### src/rtl/elevator_pkg.sv
// Shared types, default timing constants and SCAN direction-mask helpers
// for the elevator scheduler.
package elevator_pkg;

  typedef enum logic [1:0] {
    IDLE   = 2'd0,
    MOVING = 2'd1,
    DOOR   = 2'd2
  } state_t;

  localparam int DEF_TRAVEL_CYC = 4;
  localparam int DEF_DOOR_CYC   = 3;
  localparam int MAX_FLOORS     = 32;

  // Pending floors strictly beyond cur in the given sweep direction.
  function automatic logic [MAX_FLOORS-1:0] ahead_mask(
    input logic [MAX_FLOORS-1:0] pend,
    input int                    cur,
    input logic                  up
  );
    ahead_mask = '0;
    for (int i = 0; i < MAX_FLOORS; i++) begin
      if (up ? (i > cur) : (i < cur)) ahead_mask[i] = pend[i];
    end
  endfunction

  function automatic logic [MAX_FLOORS-1:0] behind_mask(
    input logic [MAX_FLOORS-1:0] pend,
    input int                    cur,
    input logic                  up
  );
    behind_mask = ahead_mask(pend, cur, ~up);
  endfunction

endpackage

### src/rtl/elevator_timer.sv
// Loadable down-counter; done_o flags the final cycle of a LOAD_VAL-cycle interval.
module elevator_timer #(
  parameter int LOAD_VAL = 4
) (
  input  logic clk,
  input  logic rst_n,
  input  logic load_i,
  output logic done_o
);
  localparam int W = $clog2(LOAD_VAL + 1);

  logic [W-1:0] cnt_q;

  // NOTE: sequential state uses non-blocking assignments so every register
  // samples the pre-edge values, independent of block ordering.
  always_ff @(posedge clk) begin
    if (!rst_n)              cnt_q <= '0;
    else if (load_i)         cnt_q <= W'(LOAD_VAL);
    else if (cnt_q != '0)    cnt_q <= cnt_q - 1'b1;
  end

  assign done_o = (cnt_q == W'(1));

endmodule

### src/rtl/elevator_scheduler.sv
// SCAN elevator controller: request latch, IDLE/MOVING/DOOR FSM and
// registered move/door strobes.
module elevator_scheduler
  import elevator_pkg::*;
#(
  parameter int N_FLOORS   = 3,
  parameter int TRAVEL_CYC = DEF_TRAVEL_CYC,
  parameter int DOOR_CYC   = DEF_DOOR_CYC
) (
  input  logic                        clk,
  input  logic                        rst_n,
  input  logic [N_FLOORS-1:0]         req,
  output logic [$clog2(N_FLOORS)-1:0] floor,
  output logic                        dir_up,
  output logic                        move_up,
  output logic                        move_down,
  output logic                        door_open,
  output logic [N_FLOORS-1:0]         pending,
  output logic                        idle
);
  localparam int FW = $clog2(N_FLOORS);

  state_t              state_q, state_d;
  logic [FW-1:0]       floor_q, floor_d, floor_step;
  logic                dir_q, dir_d;
  logic [N_FLOORS-1:0] pend_q, pend_d;
  logic                move_up_q, move_down_q, door_q, idle_q;
  logic                travel_load, travel_done, door_load, door_done;
  logic                any_ahead, any_behind, restart;

  elevator_timer #(.LOAD_VAL(TRAVEL_CYC)) u_travel_timer (
    .clk    (clk),
    .rst_n  (rst_n),
    .load_i (travel_load),
    .done_o (travel_done)
  );

  elevator_timer #(.LOAD_VAL(DOOR_CYC)) u_door_timer (
    .clk    (clk),
    .rst_n  (rst_n),
    .load_i (door_load),
    .done_o (door_done)
  );

  assign any_ahead  = |ahead_mask(MAX_FLOORS'(pend_q), int'(floor_q), dir_q);
  assign any_behind = |behind_mask(MAX_FLOORS'(pend_q), int'(floor_q), dir_q);
  assign floor_step = dir_q ? floor_q + FW'(1) : floor_q - FW'(1);
  assign restart    = (state_q == DOOR) && req[floor_q];

  // NOTE: every signal driven here gets a default first, so no path leaves
  // it unassigned and no latch is inferred.
  always_comb begin
    state_d     = state_q;
    floor_d     = floor_q;
    dir_d       = dir_q;
    pend_d      = pend_q | req;
    travel_load = 1'b0;
    door_load   = 1'b0;

    unique case (state_q)
      IDLE: begin
        if (pend_q[floor_q]) begin
          state_d = DOOR;
        end else if (any_ahead) begin
          state_d = MOVING;
        end else if (any_behind) begin
          dir_d   = ~dir_q;
          state_d = MOVING;
        end
      end
      MOVING: begin
        if (travel_done) begin
          floor_d = floor_step;
          if (pend_q[floor_step]) state_d = DOOR;
          else                    travel_load = 1'b1;
        end
      end
      DOOR: begin
        if (restart) begin
          door_load = 1'b1;
        end else if (door_done) begin
          if (any_ahead) begin
            state_d = MOVING;
          end else if (any_behind) begin
            dir_d   = ~dir_q;
            state_d = MOVING;
          end else begin
            state_d = IDLE;
          end
        end
      end
    endcase

    // A call at the floor being served is absorbed by the open door.
    if (state_q == DOOR) pend_d[floor_q] = pend_q[floor_q];
    if (state_d == DOOR && state_q != DOOR) begin
      pend_d[floor_d] = 1'b0;
      door_load       = 1'b1;
    end
    if (state_d == MOVING && state_q != MOVING) travel_load = 1'b1;
  end

  always_ff @(posedge clk) begin
    if (!rst_n) begin
      state_q     <= IDLE;
      floor_q     <= '0;
      dir_q       <= 1'b1;
      pend_q      <= '0;
      move_up_q   <= 1'b0;
      move_down_q <= 1'b0;
      door_q      <= 1'b0;
      idle_q      <= 1'b1;
    end else begin
      state_q     <= state_d;
      floor_q     <= floor_d;
      dir_q       <= dir_d;
      pend_q      <= pend_d;
      move_up_q   <= (state_d == MOVING) && dir_d;
      move_down_q <= (state_d == MOVING) && !dir_d;
      door_q      <= (state_d == DOOR);
      idle_q      <= (state_d == IDLE);
    end
  end

  assign floor     = floor_q;
  assign dir_up    = dir_q;
  assign move_up   = move_up_q;
  assign move_down = move_down_q;
  assign door_open = door_q;
  assign pending   = pend_q;
  assign idle      = idle_q;

endmodule
### config.mk
export PLATFORM = sky130hd
export DESIGN_NAME = elevator_scheduler
export DESIGN_NICKNAME = d
export VERILOG_FILES = /design/src/rtl/elevator_pkg.sv /design/src/rtl/elevator_timer.sv /design/src/rtl/elevator_scheduler.sv
export SDC_FILE = /design/constraint.sdc
export NUM_CORES = 1
export LEC_CHECK = 0
export BUFFER_PORTS_ARGS = -buffer_cell sky130_fd_sc_hd__buf_2
export CELL_PAD_IN_SITES_DETAIL_PLACEMENT = 2
export CELL_PAD_IN_SITES_GLOBAL_PLACEMENT = 2
export CORE_UTILIZATION = 36
export CTS_BUF_LIST = sky130_fd_sc_hd__clkbuf_4 sky130_fd_sc_hd__clkbuf_8
export DETAILED_ROUTE_END_ITERATION = 10
export PLACE_DENSITY_LB_ADDON = 0.1
export SETUP_SLACK_MARGIN = 0.02
export SLEW_MARGIN = 20
export SYNTH_ARGS = -nofsm -noshare
export SYNTH_HDL_FRONTEND = slang
export SYNTH_SLANG_ARGS = --single-unit
export TNS_END_PERCENT = 30
### constraint.sdc
create_clock -name clk -period 2.9 [get_ports clk]
set_clock_uncertainty 0.1 [all_clocks]
set_input_delay 0.29 -clock clk [delete_from_list [all_inputs] [get_ports clk]]
set_output_delay 0.29 -clock clk [all_outputs]
set_load 0.005 [all_outputs]
### Word level (Yosys, flattened, before mapping)

Cells that the tools add are included.

* flip-flop bits (word level): 17
* input port bits: 5
* output and inout port bits: 10
* logic and storage cells: 110

* add/sub/neg operators: 4
* magnitude comparators: 10
* equal/unequal tests: 8
* muxes and demuxes: 55
* bitwise logic cells: 5
* reductions and logical operators: 17

Operator list (count)
* $mux 1: 31
* $mux 2: 12
* $mux 3: 4
* $lt 2x3->1 const B: 3
* $logic_and 1x1->1: 7
* $bmux 1 s2: 3
* $eq 2x1->1 const B: 3
* $pmux 2 s3: 1
* $reduce_bool 2->1: 3
* $reduce_or 3->1: 2
* $demux 1 s2: 2
* $eq 2x2->1 const B: 2
* $ge 2x1->1 const B: 2
* $logic_not 2->1: 2
* $lt 1x2->1 const A: 2
* $sub 2x1->2 const B: 2
* $and 3x3->3: 1
* $bwmux 3: 1
* $eq 3x1->1 const B: 1
* $not 3->3: 1
* $or 3x3->3: 1
* $reduce_bool 3->1: 1
* $sub 3x1->3 const B: 1
* $add 2x1->2 const B: 1
* 9 further kinds: 10

### Logic depth before layout (Yosys ltp)

Gate-level depths: netlist of run 1.

* word-level depth: 13
* gate-level depth with buffers: 9

### Modules after synthesis

Synthesis of run 1 repeated with hierarchy kept, for this count alone.

* cell total of the unflattened synthesis: 153
* area, all modules: 1298.7 um^2

Modules (own cells, without submodules)
* elevator_scheduler: instances 1, cells each 124, area an instance 1008.5 um^2
* elevator_timer (u_travel_timer): instances 1, cells each 19, area an instance 183.9 um^2
* elevator_timer (u_door_timer): instances 1, cells each 10, area an instance 106.4 um^2

### Worst setup path after synthesis of run 1

OpenSTA, ideal clock, no wires.

* path kind: reg-to-reg
* start point: reg floor_q[0], in the netlist floor[0]
* end point: reg pend_q[2], in the netlist pending[2]
* library setup time: 122 ps
* arrival time: 2202 ps
* required time: 2678 ps
* path slack: 476 ps
* cell stages (with the launch flop): 10
* buffers on the path: 1
* clock period less this slack: 2424 ps
* path through: dfxtp_1 -> buf_6 -> inv_1 -> ha_1 -> xnor2_1 -> mux2i_1 -> a221oi_1 -> nor2_2 -> nand3b_4 -> o311a_1

* word-level cells in the longest chain between the ends: 12

RTL lines
* from (decl): line elevator_scheduler.sv:24 `logic [FW-1:0] floor_q, floor_d, floor_step;`
* from (signal assigned): line elevator_scheduler.sv:115 `floor_q <= floor_d;`
* $lt 1x2->1 (tied with other cells): line elevator_pkg.sv:23 `if (up ? (i > cur) : (i < cur)) ahead_mask[i] = pend[i];`
* $mux 1 (2 in series): line elevator_pkg.sv:23
* $reduce_or 3->1: line elevator_scheduler.sv:46 `assign any_behind = |behind_mask(MAX_FLOORS'(pend_q), int'(floor_q), dir_q);`
* $mux 1: line elevator_scheduler.sv:84 `end else if (any_behind) begin`
* $mux 1: line elevator_scheduler.sv:82 `if (any_ahead) begin`
* $mux 2: line elevator_scheduler.sv:81 `end else if (door_done) begin`
* $mux 2: line elevator_scheduler.sv:79 `if (restart) begin`
* $pmux 2 s3: line elevator_scheduler.sv:60 `unique case (state_q)`
* $eq 2x2->1: line elevator_scheduler.sv:96 `if (state_d == DOOR && state_q != DOOR) begin`
* $logic_and 1x1->1: line elevator_scheduler.sv:96
* $mux 3 (*): line elevator_scheduler.sv:96
* to (signal assigned): line elevator_scheduler.sv:117 `pend_q <= pend_d;`
* to (decl): line elevator_scheduler.sv:26 `logic [N_FLOORS-1:0] pend_q, pend_d;`

Every way passes the cells marked *; elsewhere a longest branch is shown, timed or not. The select of a mux whose other input is x is not followed.
A chain may end at the register's enable or synchronous reset.

### Worst setup path after layout of run 1

* start point: reg floor_q[1], in the netlist floor[1]
* end point: reg move_down_q, in the netlist move_down

* word-level cells in the longest chain between the ends: 11

RTL lines
* $lt 1x2->1 (tied with other cells): line elevator_pkg.sv:23
* $mux 1 (2 in series): line elevator_pkg.sv:23
* $reduce_or 3->1: line elevator_scheduler.sv:46
* $mux 1 (on tied branches): line elevator_scheduler.sv:84, elevator_scheduler.sv:66
* $mux 1: line elevator_scheduler.sv:82
* $mux 2 / $mux 1 (equally long branches): line elevator_scheduler.sv:81
* $mux 2 / $mux 1 (equally long branches): line elevator_scheduler.sv:79
* $pmux 2 s3 / $pmux 1 s2 (equally long branches): line elevator_scheduler.sv:60
* $eq 2x1->1 / $logic_not 1->1 (equally long branches): line elevator_scheduler.sv:119 `move_down_q <= (state_d == MOVING) && !dir_d;`
* $logic_and 1x1->1 (*): line elevator_scheduler.sv:119
* to (signal assigned): line elevator_scheduler.sv:119
* to (decl): line elevator_scheduler.sv:27 `logic move_up_q, move_down_q, door_q, idle_q;`

Marked as above.

==> qor.csv, run 1 <==
metric;value;unit
top_reg_cell synth;dfxtp_1;
library cells used by synthesis;43;
post-synthesis instance total;135;
sequential cell area;340.3;µm²
GRT Util Overall;0.2022;
Synth Area in Adders;0.1399;
CP startpoint kind;flip-flop;
unrepaired setup endpoints after global routing;false;
P per Cell Area;869.7;nW/µm²
Die Span X;58.82;µm
drt drc;0;
max_cap viols;0;
Worst Hold Slack;174.7;ps
root buffer cell;clkbuf_4;
Crit path buffers/inverters;1;
count leader, synth;dfxtp_1;
sequential area share after synthesis;0.2928;
ANT cells;0;
most frequent cells after synthesis;dfxtp_1, ha_1, inv_1, nand2_1, o21ai_0;
mux contribution to synthesized area;0.05490;
largest family of logic cells by synthesized area;simple AND/OR/NAND/NOR gates;
fin. max-slew vios;0;
Chip Height;58.82;µm
final setup fails;0;
Post-DP HPWL;2550;µm
yosys warns;0;
Synth top area share;0.2928;
postcts setup bufs;0;
Syn Nets;153;
peak supply drop;0.0003541;V
first-pass GRT wire length;5195;µm
setup_tns;0;ps
CTS Sinks;17;
via-per-instance ratio;5.281;
area of the multi-input gates;750.7;µm²
Post-Syn Area;1162;µm²
CTS tree;built;
Critical Path Fanout Max;12;
XOR/XNOR Fraction of Synth Area;0.03014;
TritonCTS Buffers;3;
routability cong.;0.8236;
Worst EP arrival;2570;ps
CTS resizes;0;
Pwr Total;1.137;mW
Synth Area in Simple Gates;0.2239;
Setup Crit Path Kind;flip-flop to flip-flop;
Worst Max-Slew Pin Slew;493.7;ps
hold crit path type;primary input to flip-flop;
count of input and output buffers;14;
final worst path period need;2476;ps
top post-synthesis cells by area;dfxtp_1, ha_1, o21ai_0;
f_max;403.9;MHz
core box area;3053;µm²
clk slew on worst S/H paths;100;ps
Starting Density;0.3807;
Required @ worst endpoint;2990;ps
worst path cell trace;buf_4, ha_1, nor3b_1, a21oi_1, nor2_1, mux2_2, a221oi_2, nor4b_1;
Critical Path Max Stage Delay;400;ps
Post-synth EDFFs;0;
routed len/inst;15.67;µm
vias in the first global route;1130;
io pins;15;
CTS H-tree lvls;1;
syn_area_per_cell;8.610;µm²
Worst setup EP type;flip-flop;
Top delay family on crit path;compound AO/OA/AOI/OAI gates;
Hold Fails Final Rpt;0;
Antenna Violating Nets Remaining;0;
nets;171;
WL final;3071;µm
share of layout cells above drive strength 1;0.1842;
Final period util;0.8536;
Compound-Gate Fraction of Synth Area;0.1970;
leakage;0.5498;nW
gr ovfl total;0;
Skew-Pair Late Insertion Delay;300;ps
Post-synth ARST share;0;
full die area;3460;µm²
Vias;1035;
drt first pass iters;4;
cts hold-fix bufs;0;
#FFs+latches synth;17;
initial antenna violation count;0;
relative slew slack;0.6708;
largest net degree at the start of global routing;13;
leading area contributor after synthesis;dfxtp_1;
highest-delay cell along the critical path;a21oi_1;
number of placement rows;20;
Syn-to-layout area delta;12.49;%
status;completed;
Max clock buf depth;2;
Fillers;362;
Initial DRC Count;39;
[worst register-to-register path: cells and delay by family, from the launching register on]
family                   cells  cell delay [ps]
AO/OA/AOI/OAI                2              770
AND/OR/NAND/NOR              3              500
flip-flops                   1              340
multiplexers                 1              290
buffers and inverters        1              180
adder cells (fa/ha/maj)      1              180
[power by group]
group          switching (mW)  internal, mW  leakage [nW]
registers              0.0483         0.306         0.140
clock network          0.0806        0.0515        0.0177
logic                   0.383         0.267         0.392
total                   0.512         0.625         0.550
[placed cells by master, fill, tap and decap left out, drive strengths merged, types with 3 or more instances in the layout]
| cell | count |
|---|---|
| mux2i | 4 |
| nand2 | 13 |
| nand3b | 4 |
| clkbuf | 3 |
| nor3 | 4 |
| nand2b | 3 |
| inv | 13 |
| a21oi | 6 |
| nor2 | 9 |
| and2 | 3 |
| nand3 | 3 |
| xnor2 | 3 |
| o21ai | 10 |
| dfxtp | 17 |
| buf | 16 |
| ha | 13 |
[cells by family (layout without fill, tap and decap cells)]
logic type	after synthesis	count (layout)
compound gates	33	33
xor+xnor	4	4
fa+ha+maj	13	13
buf+inv	16	33
flops	17	17
mux	5	5
simple gates	47	47
[registers in the layout, indices dropped and copies added (netlist names)]
register and flops:
dir_up 1, door_open 1, floor 2, idle 1
move_down 1, move_up 1, pending 3, state_q 2
u_door_timer.cnt_q 2, u_travel_timer.cnt_q 3
[through the flow]
stage            util  worst slack, ps  cell area, µm²  std cells
5_1_grt        0.4283            174.3            1308        196
4_1_cts        0.4283            340.5            1308        196
3_5_place_dp   0.4193            419.7            1280        192
3_3_place_gp   0.4193            569.5            1280        192
6_report       0.4283            424.4            1308        196
2_1_floorplan       -            476.4            1162        135
[final cells by class]
type,count,area share
timing repair buffer,16,0.06507
sequential,17,0.2603
multi-input combinational,102,0.5742
tap,44,0.04211
clock inverter,1,0.003828
inverter,13,0.03732
clock buffer,3,0.01722
[per-layer routing]
layer / share of wire / GRT usage / vias to the layer above / wire, µm
li1: - / - / 509 / -
met1: 0.43 / 0.2288 / 506 / 1321
met2: 0.53 / 0.3799 / 15 / 1623
met3: 0.029 / 0.03297 / 5 / 90
met4: 0.011 / 0.06803 / 0 / 35
met5: 0 / 0 / - / 0
[worst paths after layout]
path | startpoint | endpoint | slack (ps) | cells after the start
hold / removal | rst_n | idle | 170 | 2
hold reg to reg | u_travel_timer.cnt_q[1] | u_travel_timer.cnt_q[1] | 510 | 4
setup reg to reg | floor[1] | move_down | 420 | 8
setup / recovery | floor[1] | move_down | 420 | 8
No activity file was read; power rests on OpenSTA's default activity.
==> run 2, diff against run 1 <==
--- a/config.mk
+++ b/config.mk
@@ -5,12 +5,12 @@
 export SDC_FILE = /design/constraint.sdc
 export NUM_CORES = 1
 export LEC_CHECK = 0
-export BUFFER_PORTS_ARGS = -buffer_cell sky130_fd_sc_hd__buf_2
 export CELL_PAD_IN_SITES_DETAIL_PLACEMENT = 2
 export CELL_PAD_IN_SITES_GLOBAL_PLACEMENT = 2
-export CORE_UTILIZATION = 36
+export CORE_UTILIZATION = 39
 export CTS_BUF_LIST = sky130_fd_sc_hd__clkbuf_4 sky130_fd_sc_hd__clkbuf_8
 export DETAILED_ROUTE_END_ITERATION = 10
+export DONT_BUFFER_PORTS = 1
 export PLACE_DENSITY_LB_ADDON = 0.1
 export SETUP_SLACK_MARGIN = 0.02
 export SLEW_MARGIN = 20
==> run 2 against run 1 <==
Net effect: combinational power is 2% lower; critical path type unchanged; utilization is 1.5 points higher; global-route usage grew 3.3 points; die area fell by 7.4%; total power rose by 0.55%; largest cell class unchanged; worst setup slack got worse by 45 ps; clock power increased by 3%; count of clock-buffer cells in the layout increased by 1; worst hold slack lost 170 ps; critical endpoint is now pending[2]; highest routed layer unchanged.
==> qor.csv, run 2 (synthesized netlist as in run 1, its figures left out) <==
metric;value;unit
Hold Fails Final Rpt;0;
f_max;396.8;MHz
Required @ worst endpoint;2990;ps
routed len/inst;19.46;µm
count of input and output buffers;0;
Fillers;324;
P per Cell Area;926.8;nW/µm²
gr ovfl total;0;
CP startpoint kind;flip-flop;
clk slew on worst S/H paths;90;ps
status;completed;
most common cell after layout, fill and taps aside;dfxtp_1;
Skew-Pair Late Insertion Delay;300;ps
Vias;1010;
Antenna Violating Nets Remaining;0;
share of layout cells above drive strength 1;0.1007;
drt first pass iters;4;
vias in the first global route;1147;
Final period util;0.8691;
Worst EP arrival;2610;ps
setup_tns;0;ps
WL final;3308;µm
fin. max-slew vios;0;
Chip Height;56.60;µm
core box area;2781;µm²
highest-delay cell along the critical path;o311a_1;
first-pass GRT wire length;5685;µm
ANT cells;0;
Starting Density;0.4179;
nets;158;
Setup Crit Path Kind;flip-flop to flip-flop;
GRT Util Overall;0.2354;
final worst path period need;2520;ps
full die area;3203;µm²
routability cong.;0.7590;
via-per-instance ratio;5.941;
hold crit path type;primary input to flip-flop;
worst path cell trace;inv_1, ha_1, xnor2_1, mux2i_1, a221oi_1, nor2_2, nand3b_4, o311a_1;
CTS tree;built;
Worst Max-Slew Pin Slew;497.3;ps
Syn-to-layout area delta;6.135;%
number of placement rows;19;
leakage;0.4924;nW
unrepaired setup endpoints after global routing;false;
Initial DRC Count;16;
most frequent cells in the layout;dfxtp_1, inv_1, nand2_1, ha_1, o21ai_0;
Post-DP HPWL;2698;µm
Die Span X;56.60;µm
Critical Path Max Stage Delay;360;ps
initial antenna violation count;0;
area of the multi-input gates;750.7;µm²
sequential cell area;340.3;µm²
Max clock buf depth;2;
CTS resizes;0;
Critical Path Fanout Max;5;
Top delay family on crit path;compound AO/OA/AOI/OAI gates;
relative slew slack;0.6662;
Pwr Total;1.143;mW
io pins;15;
final setup fails;0;
root buffer cell;clkbuf_4;
CTS Sinks;17;
drt drc;0;
TritonCTS Buffers;3;
cts hold-fix bufs;1;
Worst setup EP type;flip-flop;
postcts setup bufs;0;
peak supply drop;0.0006314;V
Crit path buffers/inverters;1;
max_cap viols;0;
largest net degree at the start of global routing;13;
CTS H-tree lvls;1;
==> run 2: changes by cell type in the layout (fill, tap and decap cells not counted), sizes merged <==
cell	previous run	this run
buf	16	2
clkbuf	3	4
clkinv	1	0
dlygate4sd3	0	1
==> run 2: worst paths after layout <==
check                          startpoint                      end  slack (ps)  depth (start not counted)
setup / recovery                 floor[0]               pending[2]         380                          8
hold / removal                      rst_n  u_travel_timer.cnt_q[2]           6                          1
setup reg to reg                 floor[0]               pending[2]         380                          8
hold reg to reg   u_travel_timer.cnt_q[1]  u_travel_timer.cnt_q[1]         510                          4
==> run 2: area by class of cell <==
cell class                      count  share of cell area
Multi-Input combinational cell    102              0.6085
Sequential cell                    17              0.2759
Inverter                           13             0.03955
Tap cell                           31             0.03144
Clock buffer                        4             0.02434
Timing Repair Buffer                3             0.02028
==> run 2: metal layers <==
metal  track usage  share of wire
met2        0.4454           0.55
met3       0.03456          0.032
met4        0.1115          0.015
met1        0.2511           0.40
met5             0              0
==> run 2: report_power, final <==
part / leakage, nW / internal [mW] / switching, mW / total, mW
logic: 0.334 / 0.251 / 0.389 / 0.639
registers: 0.140 / 0.307 / 0.0615 / 0.368
clock network: 0.0184 / 0.0630 / 0.0730 / 0.136
==> run 2: metrics by stage <==
step	worst slack (ps)	cells	hold slack, ps	utilization	instance area (µm²)
2_1_floorplan	476.4	135	428.2	-	1162
3_3_place_gp	563.7	165	258.6	0.4292	1194
3_5_place_dp	390.5	165	265.7	0.4292	1194
4_1_cts	365.9	170	4.363	0.4435	1234
5_1_grt	171.9	170	5.476	0.4435	1234
6_report	379.7	170	5.526	0.4435	1234
==> run 3, diff against run 2 <==
--- a/config.mk
+++ b/config.mk
@@ -7,10 +7,12 @@
 export LEC_CHECK = 0
 export CELL_PAD_IN_SITES_DETAIL_PLACEMENT = 2
 export CELL_PAD_IN_SITES_GLOBAL_PLACEMENT = 2
+export CORE_ASPECT_RATIO = 1.4
 export CORE_UTILIZATION = 39
 export CTS_BUF_LIST = sky130_fd_sc_hd__clkbuf_4 sky130_fd_sc_hd__clkbuf_8
 export DETAILED_ROUTE_END_ITERATION = 10
 export DONT_BUFFER_PORTS = 1
+export GPL_ROUTABILITY_DRIVEN = 0
 export PLACE_DENSITY_LB_ADDON = 0.1
 export SETUP_SLACK_MARGIN = 0.02
 export SLEW_MARGIN = 20
==> run 3 against run 2 <==
Net effect: first-iteration DRC count shrank 44%; fmax grew 1.3%; sequential power shrank 1%; global-route usage shrank 0.11 points; flip-flop and latch count is the same; die area is essentially flat; worst setup slack gained 33 ps; utilization shrank 0.13 points; count of clock-buffer cells in the layout is the same; worst hold slack gained 33 ps; critical path type unchanged; critical endpoint unchanged; largest cell class unchanged.
==> qor.csv, run 3 (synthesized netlist as in run 1, its figures left out) <==
metric;value;unit
Worst EP arrival;2530;ps
peak supply drop;0.0003950;V
via-per-instance ratio;5.597;
Worst setup EP type;flip-flop;
Fillers;314;
Chip Height;66.60;µm
Skew-Pair Late Insertion Delay;250;ps
nets;158;
RR Endpoint;pending[2];
hold crit path type;primary input to flip-flop;
Setup Crit Path Kind;flip-flop to flip-flop;
fin. max-slew vios;0;
Int Pwr;0.6652;mW
hold endpoint;idle;
TritonCTS Buffers;3;
routed len/inst;18.35;µm
WL final;3230;µm
leakage;0.5001;nW
ANT cells;0;
relative slew slack;0.7070;
first-pass GRT wire length;5195;µm
final worst path period need;2488;ps
Net Sw Power;0.5166;mW
Starting Density;0.4080;
CP startpoint kind;flip-flop;
Net Sw Frac;0.4371;
Hold Fails Final Rpt;0;
most frequent cells in the layout;dfxtp_1, inv_1, nand2_1, ha_1, o21ai_0;
Syn-to-layout area delta;8.396;%
Hold Path Origin;rst_n;
share of layout cells above drive strength 1;0.1007;
Critical Path Fanout Max;5;
R2R Setup Slk;410;ps
R2R cell count;8;
part of the power in combinational logic;0.536;
setup_tns;0;ps
Post-DP HPWL;2654;µm
gr ovfl total;0;
Worst Max-Slew Pin Slew;439.5;ps
RR Startpoint;floor[0];
P per Cell Area;937.9;nW/µm²
f_max;402.0;MHz
max_cap viols;0;
number of placement rows;23;
full die area;3206;µm²
unrepaired setup endpoints after global routing;false;
CTS tree;built;
postcts setup bufs;0;
drt first pass iters;4;
CTS H-tree lvls;1;
GRT Util Overall;0.2343;
Cells after DPL;171;
power share of the clock group;0.156;
Vias;985;
initial antenna violation count;0;
sequential share of power;0.308;
most common cell after layout, fill and taps aside;dfxtp_1;
Required @ worst endpoint;2940;ps
io pins;15;
status;completed;
drt drc;0;
clk slew on worst S/H paths;60;ps
Final period util;0.8578;
Initial DRC Count;9;
final setup fails;0;
count of input and output buffers;0;
hold path cells;1;
non-filler instance count after layout;176;
vias in the first global route;1115;
Max clock buf depth;2;
CTS Sinks;17;
largest net degree at the start of global routing;13;
Die Span X;48.14;µm
core box area;2849;µm²
root buffer cell;clkbuf_8;
Antenna Violating Nets Remaining;0;
-- run 3: changes by cell type in the layout (fill, tap and decap cells not counted) --
cell / change
clkbuf_8: +3
clkbuf_4: -3
-- run 3: layout make-up --
class                      instances  area (µm²)  share of cell area
clock buffer                       4       48.80             0.03873
tap                               37       46.29             0.03674
sequential                        17       340.3              0.2701
inverter                          13       48.80             0.03873
multi-input combinational        102       750.7              0.5958
timing repair buffer               3       25.02             0.01986
-- run 3: timing repair --
action	in CTS	in global routing
resized for setup	0	0
endpoints found under the setup margin	0	0
hold endpoints to repair	1	0
hold buffers	1	0
-- run 3: power by group through the flow --
| stage | sequential (mW) | combinational, mW | clock [mW] |
|---|---|---|---|
| 4_1_cts | 0.366 | 0.647 | 0.190 |
| 3_3_place_gp | 0.367 | 0.589 | 0 |
| 3_5_place_dp | 0.370 | 0.628 | 0 |
| 5_1_grt | 0.375 | 0.710 | 0.198 |
| 2_1_floorplan | 0.354 | 0.487 | 0 |
| 6_report | 0.364 | 0.633 | 0.185 |
-- run 3: layer usage --
metal,track usage,part of all wire
met3,0.02439,0.021
met5,0,0
met4,0.1111,0.027
met1,0.2360,0.39
met2,0.4383,0.56
-- run 3: stage by stage --
| stage | power (mW) | utilization | hold slack [ps] | setup WS [ps] | area (µm²) |
|---|---|---|---|---|---|
| 2_1_floorplan | 0.8414 | - | 428.2 | 476.4 | 1162 |
| 3_3_place_gp | 0.9567 | 0.4216 | 260.3 | 559.4 | 1201 |
| 3_5_place_dp | 0.9978 | 0.4216 | 261.5 | 439.5 | 1201 |
| 4_1_cts | 1.202 | 0.4422 | 20.15 | 419.8 | 1260 |
| 5_1_grt | 1.283 | 0.4422 | 26.53 | 237.6 | 1260 |
| 6_report | 1.182 | 0.4422 | 38.71 | 412.3 | 1260 |
-- run 3: worst max path at each step --
stage,start,endpoint,slack (ps),cells past startpoint
2_1_floorplan,floor[0],pending[2],480,9
3_5_place_dp,floor[0],pending[2],440,8
3_3_place_gp,floor[0],pending[2],560,8
6_report,floor[0],pending[2],410,8
5_1_grt,floor[0],pending[2],240,8
4_1_cts,floor[0],pending[2],420,8
-- run 3: worst max-delay path, cell delays in order, from the launching register on --
cell      delay, ps
dfxtp_1         340
inv_1           100
ha_1            320
xnor2_1         230
mux2i_1         310
a221oi_1        160
nor2_2          320
nand3b_4        140
o311a_1         360
